**src/rtl/seq_restoring_divider_pkg.sv**
```systemverilog
// Shared types and sizing helpers for the sequential restoring divider.
package seq_restoring_divider_pkg;

    typedef enum logic [1:0] {
        DIV_IDLE = 2'd0,
        DIV_RUN  = 2'd1,
        DIV_DONE = 2'd2
    } div_state_e;

    localparam int GROUP_W = 4;

    // Counter must reach WIDTH after its last increment, hence the extra bit.
    function automatic int div_cnt_w(input int width);
        return $clog2(width) + 1;
    endfunction

endpackage

```
**src/rtl/seq_restoring_divider_subtractor.sv**
```systemverilog
// Trial subtract A - B as A + ~B + 1: partial full adder cells with
// 4-bit group carry lookahead, rippling between groups.
module seq_restoring_divider_subtractor
    import seq_restoring_divider_pkg::*;
#(
    parameter int N = 33
) (
    input  logic [N-1:0] A,
    input  logic [N-1:0] B,
    output logic [N-1:0] Diff,
    output logic         NoBorrow
);

    localparam int NG = (N + GROUP_W - 1) / GROUP_W;

    logic [N-1:0] b_inv;
    logic [N-1:0] gen;
    logic [N-1:0] prop;
    logic [N:0]   carry;

    for (genvar i = 0; i < N; i++) begin : g_pfa
        assign b_inv[i] = ~B[i];
        assign gen[i]   = A[i] & b_inv[i];
        assign prop[i]  = A[i] ^ b_inv[i];
        assign Diff[i]  = prop[i] ^ carry[i];
    end

    // Each carry inside a group is a sum of products over that group's
    // generate/propagate terms and the group carry-in.
    always_comb begin
        logic gen_t;
        logic prop_t;
        gen_t    = 1'b0;
        prop_t   = 1'b1;
        carry    = '0;
        carry[0] = 1'b1;
        for (int grp = 0; grp < NG; grp++) begin
            for (int j = 1; j <= GROUP_W; j++) begin
                if (grp * GROUP_W + j <= N) begin
                    gen_t  = 1'b0;
                    prop_t = 1'b1;
                    for (int k = grp * GROUP_W + j - 1; k >= grp * GROUP_W; k--) begin
                        gen_t  = gen_t | (prop_t & gen[k]);
                        prop_t = prop_t & prop[k];
                    end
                    carry[grp * GROUP_W + j] = gen_t | (prop_t & carry[grp * GROUP_W]);
                end
            end
        end
    end

    assign NoBorrow = carry[N];

endmodule

```
**src/rtl/seq_restoring_divider.sv**
```systemverilog
// Multicycle unsigned restoring divider (DIVU), one quotient bit per cycle.
// Zero divisor completes in one cycle with all-ones quotient and DivByZero.
module seq_restoring_divider
    import seq_restoring_divider_pkg::*;
#(
    parameter int WIDTH = 32
) (
    input  logic             CLK,
    input  logic             RST,
    input  logic             Start,
    input  logic [WIDTH-1:0] Dividend,
    input  logic [WIDTH-1:0] Divisor,
    output logic             Busy,
    output logic             Done,
    output logic [WIDTH-1:0] Quotient,
    output logic [WIDTH-1:0] Remainder,
    output logic             DivByZero
);

    localparam int             CW       = div_cnt_w(WIDTH);
    localparam logic [CW-1:0]  CNT_LAST = CW'(WIDTH - 1);

    div_state_e       state_q, state_d;
    logic [CW-1:0]    cnt_q, cnt_d;
    logic [WIDTH-1:0] r_q, r_d;
    logic [WIDTH-1:0] q_q, q_d;
    logic [WIDTH-1:0] d_q, d_d;
    logic             dbz_q, dbz_d;

    logic             accept;
    logic [WIDTH:0]   trial_a;
    logic [WIDTH:0]   trial_b;
    logic [WIDTH:0]   diff;
    logic             no_borrow;
    logic             diff_msb_unused;

    assign trial_a = {r_q, q_q[WIDTH-1]};
    assign trial_b = {1'b0, d_q};

    seq_restoring_divider_subtractor #(
        .N (WIDTH + 1)
    ) u_sub (
        .A        (trial_a),
        .B        (trial_b),
        .Diff     (diff),
        .NoBorrow (no_borrow)
    );

    // The partial remainder stays below the divisor, so a successful
    // subtract never sets the top difference bit.
    assign diff_msb_unused = diff[WIDTH];

    assign accept = Start && (state_q != DIV_RUN);

    always_comb begin
        state_d = state_q;
        cnt_d   = cnt_q;
        r_d     = r_q;
        q_d     = q_q;
        d_d     = d_q;
        dbz_d   = dbz_q;
        case (state_q)
            DIV_IDLE, DIV_DONE: begin
                if (accept) begin
                    d_d   = Divisor;
                    cnt_d = '0;
                    if (Divisor == '0) begin
                        state_d = DIV_DONE;
                        q_d     = '1;
                        r_d     = Dividend;
                        dbz_d   = 1'b1;
                    end else begin
                        state_d = DIV_RUN;
                        q_d     = Dividend;
                        r_d     = '0;
                        dbz_d   = 1'b0;
                    end
                end
            end
            DIV_RUN: begin
                r_d   = no_borrow ? diff[WIDTH-1:0] : trial_a[WIDTH-1:0];
                q_d   = {q_q[WIDTH-2:0], no_borrow};
                cnt_d = cnt_q + 1'b1;
                if (cnt_q == CNT_LAST) begin
                    state_d = DIV_DONE;
                end
            end
            default: begin
                state_d = DIV_IDLE;
            end
        endcase
    end

    always_ff @(posedge CLK) begin
        if (RST) begin
            state_q <= DIV_IDLE;
            cnt_q   <= '0;
            r_q     <= '0;
            q_q     <= '0;
            d_q     <= '0;
            dbz_q   <= 1'b0;
        end else begin
            state_q <= state_d;
            cnt_q   <= cnt_d;
            r_q     <= r_d;
            q_q     <= q_d;
            d_q     <= d_d;
            dbz_q   <= dbz_d;
        end
    end

    assign Busy      = (state_q == DIV_RUN);
    assign Done      = (state_q == DIV_DONE);
    assign Quotient  = q_q;
    assign Remainder = r_q;
    assign DivByZero = dbz_q;

endmodule

```
**config.mk**
```make
export PLATFORM = sky130hd
export DESIGN_NAME = seq_restoring_divider
export DESIGN_NICKNAME = d
export VERILOG_FILES = /design/src/rtl/seq_restoring_divider_pkg.sv /design/src/rtl/seq_restoring_divider_subtractor.sv /design/src/rtl/seq_restoring_divider.sv
export SDC_FILE = /design/constraint.sdc
export NUM_CORES = 1
export LEC_CHECK = 0
export ABC_AREA = 1
export BUFFER_PORTS_ARGS = -buffer_cell sky130_fd_sc_hd__buf_2
export CAP_MARGIN = 20
export CORE_MARGIN = 8
export CORE_UTILIZATION = 30
export CTS_CLUSTER_SIZE = 40
export DETAILED_ROUTE_END_ITERATION = 12
export GPL_ROUTABILITY_DRIVEN = 0
export HOLD_SLACK_MARGIN = 0.12
export PLACE_DENSITY = 0.51
export SLEW_MARGIN = 20
export SYNTH_ARGS = -nofsm -noshare
export SYNTH_HDL_FRONTEND = slang
export SYNTH_HIERARCHICAL = 1
export SYNTH_SLANG_ARGS = --single-unit
```
**constraint.sdc**
```tcl
create_clock -name CLK -period 6.65 [get_ports CLK]
set_input_delay 0.665 -clock CLK [delete_from_list [all_inputs] [get_ports CLK]]
set_output_delay 0.665 -clock CLK [all_outputs]
set_load 0.05 [all_outputs]
```
## Word level (Yosys, flattened, before mapping)

Cells that the tools add are included.

| storage, ports and cells | value |
|---|---|
| bits in registers | 105 |
| input port bits | 67 |
| output and inout bits | 67 |
| logic and storage cells | 370 |

| operators by class | value |
|---|---|
| add/sub/neg operators | 1 |
| equality and inequality tests | 6 |
| mux-type cells | 14 |
| bitwise gates (word level) | 335 |
| reduce and logical (&&, ||, !) cells | 8 |

Operator list:

| cell | number |
|---|---|
| $mux 32 | 5 |
| $and 1x1->1 | 157 |
| $pmux 32 s2 | 2 |
| $or 1x1->1 | 81 |
| $xor 1x1->1 | 63 |
| $not 1->1 | 34 |
| $logic_not 32->1 | 1 |
| $pmux 6 s2 | 1 |
| $add 6x1->6 const B | 1 |
| $eq 6x5->1 const B | 1 |
| $mux 2 | 3 |
| $mux 6 | 1 |
| $reduce_and 2->1 | 3 |
| $ne 2x1->1 const B | 2 |
| $pmux 2 s2 | 1 |
| $eq 2x1->1 const B | 1 |
| $eq 2x2->1 const B | 1 |
| $logic_not 2->1 | 1 |
| $ne 2x2->1 const B | 1 |
| $reduce_bool 2->1 | 1 |
| $reduce_or 2->1 | 1 |
| $logic_and 1x1->1 | 1 |
| $mux 1 | 1 |

## Longest topological paths before layout

Gate-level depths: netlist (run 1).

| logic depth | value |
|---|---|
| depth after elaboration | 25 |
| depth in mapped cells | 30 |
| gate-level depth less buffers | 28 |

## Hierarchy

Netlist (run 1), hierarchy kept.

Modules (own cells, without submodules):

| module | instances | cells each | area each (um2) | seq. area each (um2) |
|---|---|---|---|---|
| seq_restoring_divider | 1 | 762 | 5087.4 | 2102.0 |
| seq_restoring_divider_subtractor | 1 | 232 | 1487.7 | 0.0 |

## Least setup slack after synthesis (run 1)

Ideal clock, no wire load.

| timing path | value |
|---|---|
| kind | register to register |
| start | register q_q[31] (netlist: Quotient[31]) |
| end | register r_q[23] (netlist: Remainder[23]) |
| setup time | 70 ps |
| arrival | 3406 ps |
| data required time | 6580 ps |
| setup slack | 3174 ps |
| cell stages (with the launch flop) | 31 |
| buffers on the path | 2 |
| clock period less this slack | 3476 ps |
| cells stage by stage | dfxtp_1 > inv_1 > ha_1 > inv_1 > nand2_1 > nand3_1 > nand2_1 > nand2_1 > nand2_2 > nand2_1 > nand2_1 > nand2_1 > nand2_1 > nand2_1 > nand2_2 > nand2_2 > nand2_4 > nand2_2 > nand2_4 > nand2_2 > nand2_2 > nand2_1 > nand2_1 > fa_1 > buf_2 > inv_1 > clkbuf_1 > o21ai_0 > o21ai_1 > inv_1 > a21oi_1 |

| between the ends | value |
|---|---|
| cells in the longest elaborated chain, start to end | 22 |
| elaborated cells between the ends (all ways) | 27 |
| classes of those cells | 2 x mux; 25 x bitwise |

Ends and longest elaborated chain:

| element | RTL line | RTL |
|---|---|---|
| from (decl) | seq_restoring_divider.sv:26 | `logic [WIDTH-1:0] q_q, q_d;` |
| from (signal assigned) | seq_restoring_divider.sv:106 | `q_q <= q_d;` |
| $and 1x1->1 | seq_restoring_divider_subtractor.sv:23 | `assign gen[i] = A[i] & b_inv[i];` |
| $and 1x1->1 | seq_restoring_divider_subtractor.sv:43 | `gen_t = gen_t \| (prop_t & gen[k]);` |
| $or 1x1->1 | seq_restoring_divider_subtractor.sv:43 |  |
| $or 1x1->1 (*) | seq_restoring_divider_subtractor.sv:46 | `carry[grp * GROUP_W + j] = gen_t \| (prop_t & carry[grp * GROUP_W]);` |
| $and 1x1->1 (*) | seq_restoring_divider_subtractor.sv:46 |  |
| $or 1x1->1 (*) | seq_restoring_divider_subtractor.sv:46 |  |
| $and 1x1->1 (*) | seq_restoring_divider_subtractor.sv:46 |  |
| $or 1x1->1 (*) | seq_restoring_divider_subtractor.sv:46 |  |
| (+7 left out) | n/a |  |
| $or 1x1->1 (*) | seq_restoring_divider_subtractor.sv:46 |  |
| $and 1x1->1 (*) | seq_restoring_divider_subtractor.sv:46 |  |
| $or 1x1->1 (*) | seq_restoring_divider_subtractor.sv:46 |  |
| $and 1x1->1 (*) | seq_restoring_divider_subtractor.sv:46 |  |
| $or 1x1->1 (*) | seq_restoring_divider_subtractor.sv:46 |  |
| via no_borrow | seq_restoring_divider.sv:34 | `logic no_borrow;` |
| $mux 32 (*) | seq_restoring_divider.sv:81 | `r_d = no_borrow ? diff[WIDTH-1:0] : trial_a[WIDTH-1:0];` |
| $pmux 32 s2 (*) | seq_restoring_divider.sv:62 | `case (state_q)` |
| to (signal assigned) | seq_restoring_divider.sv:105 | `r_q <= r_d;` |
| to (decl) | seq_restoring_divider.sv:25 | `logic [WIDTH-1:0] r_q, r_d;` |

Mark *: on every way through the listed nets, which the timed path passes. The rest lies on a longest branch.
A chain may end at the register's enable or synchronous reset.

## Final worst setup path (run 1)

| timing path | value |
|---|---|
| start | register q_q[31] (netlist: Quotient[31]) |
| end | register r_q[5] (netlist: Remainder[5]) |

Same word-level chain as after synthesis.

==> reports/summary.md, run 1 <==
The run finished with clean final reports. Setup-violating endpoint count in the final report: 0. Hold timing on the final database bottoms out at a slack of 0.485 ns.

The share of synthesized area in the top cell type comes to 32.0%. In the routed design, unresolved DRC markers number 0. The setup fix buffers added after clock tree synthesis was 0; the combined buffer and inverter count along the critical path was 4. Yosys attributes the largest share of cell area to dfxtp_1 32%, o21ai_0 10%, nor2_1 9.1%. The logs give 0.257 GHz for the maximum achievable frequency and 3720 sq um for the area used by multi-input combinational logic. The mean routed wirelength per cell was 14.6 um; the clock period minus final worst setup slack was 3.90 ns.

The run gives 1103 as the number of nets in the synthesized netlist. The cell family contributing the most delay on the critical path is simple AND/OR/NAND/NOR gates. After detailed routing, the number of vias per cell comes to 4.70. In this run, distinct cell masters in the synthesized netlist total 34.

Sum of overflow across all layers after global routing: 0. The total area inside the core boundary comes to 21700 sq um. The vertical die dimension was 164 um; the synthesized netlist cell count was 994. The run gives 0.129 mV as the maximum resistive drop on vdd. The filler cells instantiated in the layout total 2432. The run gives 0 as the max-slew violation count. At the worst endpoint, the arrival time is 4.18 ns. The post-route netlist has 17.2% of its cells at a drive strength greater than 1. Before antenna repair, the detailed router went through 6 iterations.

The average cell area after synthesis was 6.61 sq um; the number of hold-repair buffers added at the cts stage was 0. The number of warning messages in the yosys log was 6. The run gives 6450 as the total via count in the routed design.

The synthesized design spends more area on one cell type than any other, namely dfxtp_1. The power per cell area is 281 nW/um^2, and the combined global-route utilization of all metal layers is 15.1%. By startpoint and endpoint, the worst setup path is classified as reg2reg.

The tools report the pin count of the biggest net entering global routing as 102. The tools report the data required time at the worst endpoint as 6.93 ns. Number of clock buffers inserted by TritonCTS: 9. TritonCTS built the clock tree. In the finished design, the share of the clock period the worst path needs comes to 58.6%. The first routing iteration left 417 violations.

The synthesized flop and latch total was 105. The number of buffer cells added on primary ports came out at 133. The total half-perimeter wirelength after legalization and detailed placement is 13.8 mm, and the number of diodes added for antenna fixing is 0. The tool flagged a number of max-cap violations equal to 0. The run gives 2 as the number of buffers on the longest clock path. The die is 164 um wide. The share of the Yosys chip area taken by registers is 32.0%.

The type of destination of the critical path is a flop. The first-pass GRT wire length is 32.8 mm, and the worst slew margin relative to its limit is 36.6%. Between clock sinks in the finished design, the worst skew comes to 0.00917 ns. Slew at the pin closest to its max-slew limit: 0.951 ns. Top-level port count: 134. The final-stage net count is 1197, and the maximum fanout encountered on the critical timing path is 33.

The clock tree root driver cell is clkbuf_16. The slowest stage of the critical path belongs to the cell inv_1. For the via count of the first global-routing pass, the log shows 6196. Setup repair after global routing left no endpoint under its margin.

For this configuration, the core starts out at a cell density of 30.3%. The most numerous cell type found on the critical path is nand2_1. Summing all flip-flop and latch instances after layout gives 2100 sq um. Clock-pin slew was measured on the worst setup and hold paths at 0.07 ns. The floorplan step defined a die boundary enclosing 26900 sq um. The initial antenna violation count was 0.

The clock net in this run drives a total of 105 sinks. For the clock latency of the later-clocked register in the worst-skew pair, the log shows 0.35 ns. For this run, the slowest stage of the critical path takes 0.70 ns.

Overall power consumption after layout is estimated at 2.15 mW. The static leakage is 3.71 nW, and the number of nets with antenna violations after detailed routing is 0. The run gives 6580 sq um as the post-synth design cell area. Row generation in the floorplan step produced 54 rows. The final wirelength was 20.1 mm; the post-route setup TNS was 0 ns. The number of gates resized after CTS was 0.

Startpoint class of the critical path: a flop. Counting tap cells, the placed design contains a total of 1357 instances. The post-synthesis to final-layout area growth works out to 16.7%. The path class of the tightest hold or removal check is reg2reg.

The final instance count without filler cells is 1373, and the hold violation count in the final report is 0. The number of H-tree levels was 3.
## worst min-delay path, delay by kind of cell (launching register included)
| family | cells | cell delay (ns) |
|---|---|---|
| flip-flops | 1 | 0.33 |
| AND/OR/NAND/NOR | 2 | 0.13 |
## state kept, by name (all words and copies together), names as in the netlist
name and cells:
DivByZero 1, Quotient 32, Remainder 32, cnt_q 6
d_q 32, state_q 2
## cell usage after synthesis, drive strengths merged
master and n:
o21a 1, inv 120, nor2 163, o31ai 1, clkinv 1, xor2 11
nor3b 1, conb 1, dfxtp 105, nand4 1, o21ai 172, nor3 3
buf 30, clkbuf 28, fa 8, ha 34, nand3 44, a221oi 1
nand2 169, a211oi 1, xnor2 10, a21oi 89
## cells by family (layout without fill, tap and decap cells)
family                     Yosys count  in the layout  share of synthesized area, %
xor gates and xnor gates            21             21                          2.80
buffers and inverters              179            278                          11.5
adders and majority gates           42             42                          8.91
DFF                                105            105                          32.0
AOI/OAI and AO/OA                  265            265                          20.8
and+or+nand+nor                    381            381                          24.0
other                                1              1                        0.0570
## cell type report
type / count / area share, %
Multi-Input combinational cell: 710 / 48.5
Sequential cell: 105 / 27.4
Timing Repair Buffer: 141 / 9.46
Inverter: 121 / 5.92
Tap cell: 280 / 4.56
Clock buffer: 9 / 2.93
Clock inverter: 7 / 1.24
## cells in the final DEF, fill, tap and decap left out
master and count:
nand3_1 43, fa_1 8, nor3b_2 1, a21oi_1 81, clkinv_4 2, a221oi_1 1, nand2_4 4, o31ai_1 1
conb_1 1, inv_1 116, clkinv_1 1, clkinv_2 2, clkinvlp_4 1, inv_2 4, nand4_1 1, nand2_2 10
nor2_1 160, o21ai_0 137, buf_2 133, xnor2_1 10, nor2_2 2, nor2_8 1, nor3_1 3, buf_4 8
bufinv_16 2, xor2_1 11, nand3_2 1, ha_1 34, a21oi_2 8, nand2_1 155, clkbuf_16 9, a211oi_1 1
dfxtp_1 105, o21a_1 1, o21ai_1 35
## power breakdown
group / internal (mW) / switching (mW) / leakage, nW
Sequential: 0.694 / 0.0558 / 0.869
Combinational: 0.258 / 0.559 / 2.68
Clock: 0.331 / 0.257 / 0.155
Total: 1.28 / 0.872 / 3.71
## final timing paths
kind	start	endpoint	slack, ns	cells past startpoint
worst max-delay path	Quotient[31]	Remainder[5]	2.75	28
worst min-delay path	d_q[14]	d_q[14]	0.49	2
worst max register to register	Quotient[31]	Remainder[5]	2.75	28
worst min register to register	d_q[14]	d_q[14]	0.49	2
## metrics by stage
stage / utilization [%] / cell area, sq um / setup slack, ns
6_report: 35.4 / 7670 / 2.75
4_1_cts: 35.4 / 7670 / 2.64
2_1_floorplan: - / 6580 / 3.17
3_5_place_dp: 33.9 / 7350 / 2.67
5_1_grt: 35.4 / 7670 / 2.19
3_3_place_gp: 33.9 / 7350 / 2.76
## routing by layer
layer / global-route usage (%) / up-vias / share of wire [%]
li1: - / 3369 / -
met1: 18.6 / 2952 / 46
met2: 26.3 / 113 / 48
met3: 3.21 / 16 / 4.6
met4: 3.47 / 0 / 1.4
met5: 0 / - / 0
(Power assumes the default switching activity.)
==> run 2: changes to the inputs <==
Settings changed: PLACE_DENSITY 0.51 to 0.53.
Clock period 6.65 ns to 3.2 ns, I/O delays scaled along.
==> run 2 against run 1 <==
  * Global-route usage grew 0.45 points
  * Cell count up 2.0%
  * Sequential share of layout area is 1.3 points lower
  * Hold slack worse by 0.27 ns
==> reports/summary.md, run 2 (synthesized netlist as in run 1, its figures left out) <==
The clock period minus final worst setup slack works out to 3.17 ns (was 3.90 ns). The logs give 9 (unchanged) for the number of clock buffers inserted by TritonCTS and 7560 sq um (was 7350 sq um) for the total cell area at the placement stage. The logs give 0 (unchanged) for the count of maximum capacitance violations and 37.8% (was 35.4%) for the utilization after layout. For the number of buffers on the longest clock path, the log shows 2 (unchanged). The logs give 3.46 ns (was 4.18 ns) for the data arrival time of the worst path and 9.71 mm (was 9.19 mm) for the sum of routed wire segments on met1. The post-route setup TNS was 0 ns (unchanged); the post-route fraction of the period consumed by the critical path was 98.9% (was 58.6%). The run gives 0 (unchanged) as the number of nets with antenna violations after detailed routing.

The class of the tightest hold or removal check is in2reg (was reg2reg). The top-level port count was 134 (unchanged). For the area of the core, the log shows 21700 sq um (unchanged). The fraction of layout instances using a drive strength above 1 works out to 24.6% (was 17.2%). Number of DRC markers in iteration 0: 312 (was 417).

The tools report the clock tree root driver cell as clkbuf_16 (unchanged). The startpoint class of the critical path was a flop (unchanged). The logs give 2.76 mW (was 1.28 mW) for the internal power and -0.0187 ns (was 2.67 ns) for the worst setup slack after placement. The number of sinks handled by clock tree synthesis was 105 (unchanged); the via count of the first global-routing pass was 6320 (was 6196).

The run gives 79 (was 102) as the pin count of the biggest net entering global routing. The mean routed wirelength per cell works out to 15.2 um (was 14.6 um). The die span in x works out to 164 um (unchanged). The total via count in the routed design is 6656 (was 6450). TritonCTS built the clock tree. The setup-violating endpoint count in the final report came out at 0 (unchanged).

Met2 routed wirelength: 10.2 mm (was 9.72 mm). The depth of the worst register-to-register path was 29 (was 28); the power per cell area was 573 nW/um^2 (was 281 nW/um^2). The run gives 0.316 GHz (was 0.257 GHz) as the maximum achievable frequency. The cell with the largest stage delay on the worst path was fa_2 (was inv_1). The post-synthesis to final-layout area growth was 24.8% (was 16.7%).

Type of destination of the critical path: a flop (unchanged). Kind of critical path: reg2reg (unchanged). The total half-perimeter wirelength after legalization and detailed placement is 14.3 mm (was 13.8 mm). The vertical die dimension is 164 um (unchanged). For the final instance count without filler cells, the log shows 1401 (was 1373). For the worst slew margin relative to its limit, the log shows 47.9% (was 36.6%).

Data required time at the worst endpoint: 3.49 ns (was 6.93 ns). The iteration count of the initial detailed-routing pass was 5 (was 6); the switching power as a share of total power was 41.3% (was 40.5%). The initial antenna violation count came out at 0 (unchanged).

The sequential share of power was 33.2% (was 34.8%). Setup slack of the critical path after layout: 0.0337 ns (was 2.75 ns). The number of buffer cells added on primary ports is 133 (unchanged), and the power consumption is 4.70 mW (was 2.15 mW). The CTS clock-pin slew for the worst setup and hold paths was 0.07 ns (about the same). Commonest cells after routing, fill and taps aside: 159 x nor2_1, 148 x nand2_1, 133 x buf_2, 112 x inv_1, 107 x o21ai_0 (was 160 x nor2_1, 155 x nand2_1, 137 x o21ai_0, 133 x buf_2, 116 x inv_1). The run gives 0.219 ns (was 0.485 ns) as the worst hold-check slack.

Setup repair after global routing could not meet its margin everywhere. For the relative contribution of the clock network to total power, the log shows 24.1% (was 27.3%). The delay contributed by the slowest stage of the critical path was 0.39 ns (was 0.70 ns); the switching power total was 1.94 mW (was 0.872 mW). The run gives 3.90 nW (was 3.71 nW) as the static leakage. The run finished with clean final reports. The most common cell after layout, fill and taps aside is nor2_1 (unchanged).

The max-slew violation count was 0 (unchanged); the first-pass GRT wire length was 33.3 mm (was 32.8 mm). The number of stages on the worst hold path was 2 (unchanged). The final-stage net count was 1225 (was 1197). The final clock skew was 0.0134 ns (was 0.00917 ns).

For the final wirelength, the log shows 21.4 mm (was 20.1 mm). The run gives 0.230 mV (was 0.129 mV) as the maximum resistive drop on vdd. The maximum fanout encountered on the critical timing path works out to 8 (was 33). The number of rows created at floorplan is 54 (unchanged), and the number of diodes added for antenna fixing is 0 (unchanged). The logs give 0 (unchanged) for the count of unresolved DRC violations after routing and 0.36 ns (was 0.35 ns) for the clock latency of the later-clocked register in the worst-skew pair. The finished layout cell area is 8210 sq um (was 7670 sq um). The combined global-route utilization of all metal layers is 15.5% (was 15.1%), and the detailed-route vias per instance is 4.75 (was 4.70). For the sum of overflow across all layers after global routing, the log shows 0 (unchanged). Most repeated library cell on the critical path: nand2_2 (was nand2_1). The number of H-tree levels was 3 (unchanged). For the length of routed met3 wiring, the log shows 1.16 mm (was 931 um).

Top routing layer in use: met4 (unchanged). The instance count after placement with tap cells included came out at 1377 (was 1357). The die outline area is 26900 sq um (unchanged). The slew at the pin closest to its max-slew limit was 0.782 ns (was 0.951 ns). The logs give 30.3% (unchanged) for the starting utilization of the core area and 42.7% (was 37.9%) for the combinational group share of total power.

The tools report the hold violation count in the final report as 0 (unchanged).
[run 2: metal layers]
layer / vias up / global-route usage (%)
li1: 3432 / -
met1: 3069 / 19.2
met2: 137 / 27.1
met3: 18 / 2.58
met4: 0 / 4.83
met5: - / 0
[run 2: area by class of cell]
| class | instances | area (sq um) |
|---|---|---|
| Timing Repair Buffer | 169 | 1050 |
| Fill cell | 2353 | 13500 |
| Clock inverter | 3 | 21.3 |
| Clock buffer | 13 | 270 |
| Multi-Input combinational cell | 710 | 3910 |
| Tap cell | 280 | 350 |
| Sequential cell | 105 | 2140 |
| Inverter | 121 | 459 |
[run 2: critical path: cells and delay by family (launching register included)]
| kind | cells | cell delay, ns |
|---|---|---|
| fa+ha+maj | 2 | 0.63 |
| flops | 1 | 0.35 |
| simple gates | 20 | 1.33 |
| buf+inv | 4 | 0.42 |
| compound gates | 3 | 0.35 |
[run 2: final timing paths]
path	start	endpoint	slack [ns]
max	Remainder[2]	Remainder[1]	0.03
min reg2reg	d_q[1]	d_q[1]	0.48
max reg2reg	Remainder[2]	Remainder[1]	0.03
min	RST	cnt_q[1]	0.22
[run 2: power by group through the flow]
stage               sequential [mW]  clock [mW]  combinational (mW)
finish                         1.56        1.13                2.01
floorplan                      1.89           0                1.01
global route                   1.58        1.21                2.23
CTS                            1.56        1.17                1.90
detailed placement             1.59           0                1.79
global placement               1.59           0                1.79
[run 2: what timing repair did]
item                                    4_1_cts  5_1_grt
pin swaps                                     1       64
hold buffers                                  0        0
gates cloned                                  2        2
endpoints found under the setup margin       28       33
resized for setup                            10       75
setup buffers                                 2        3
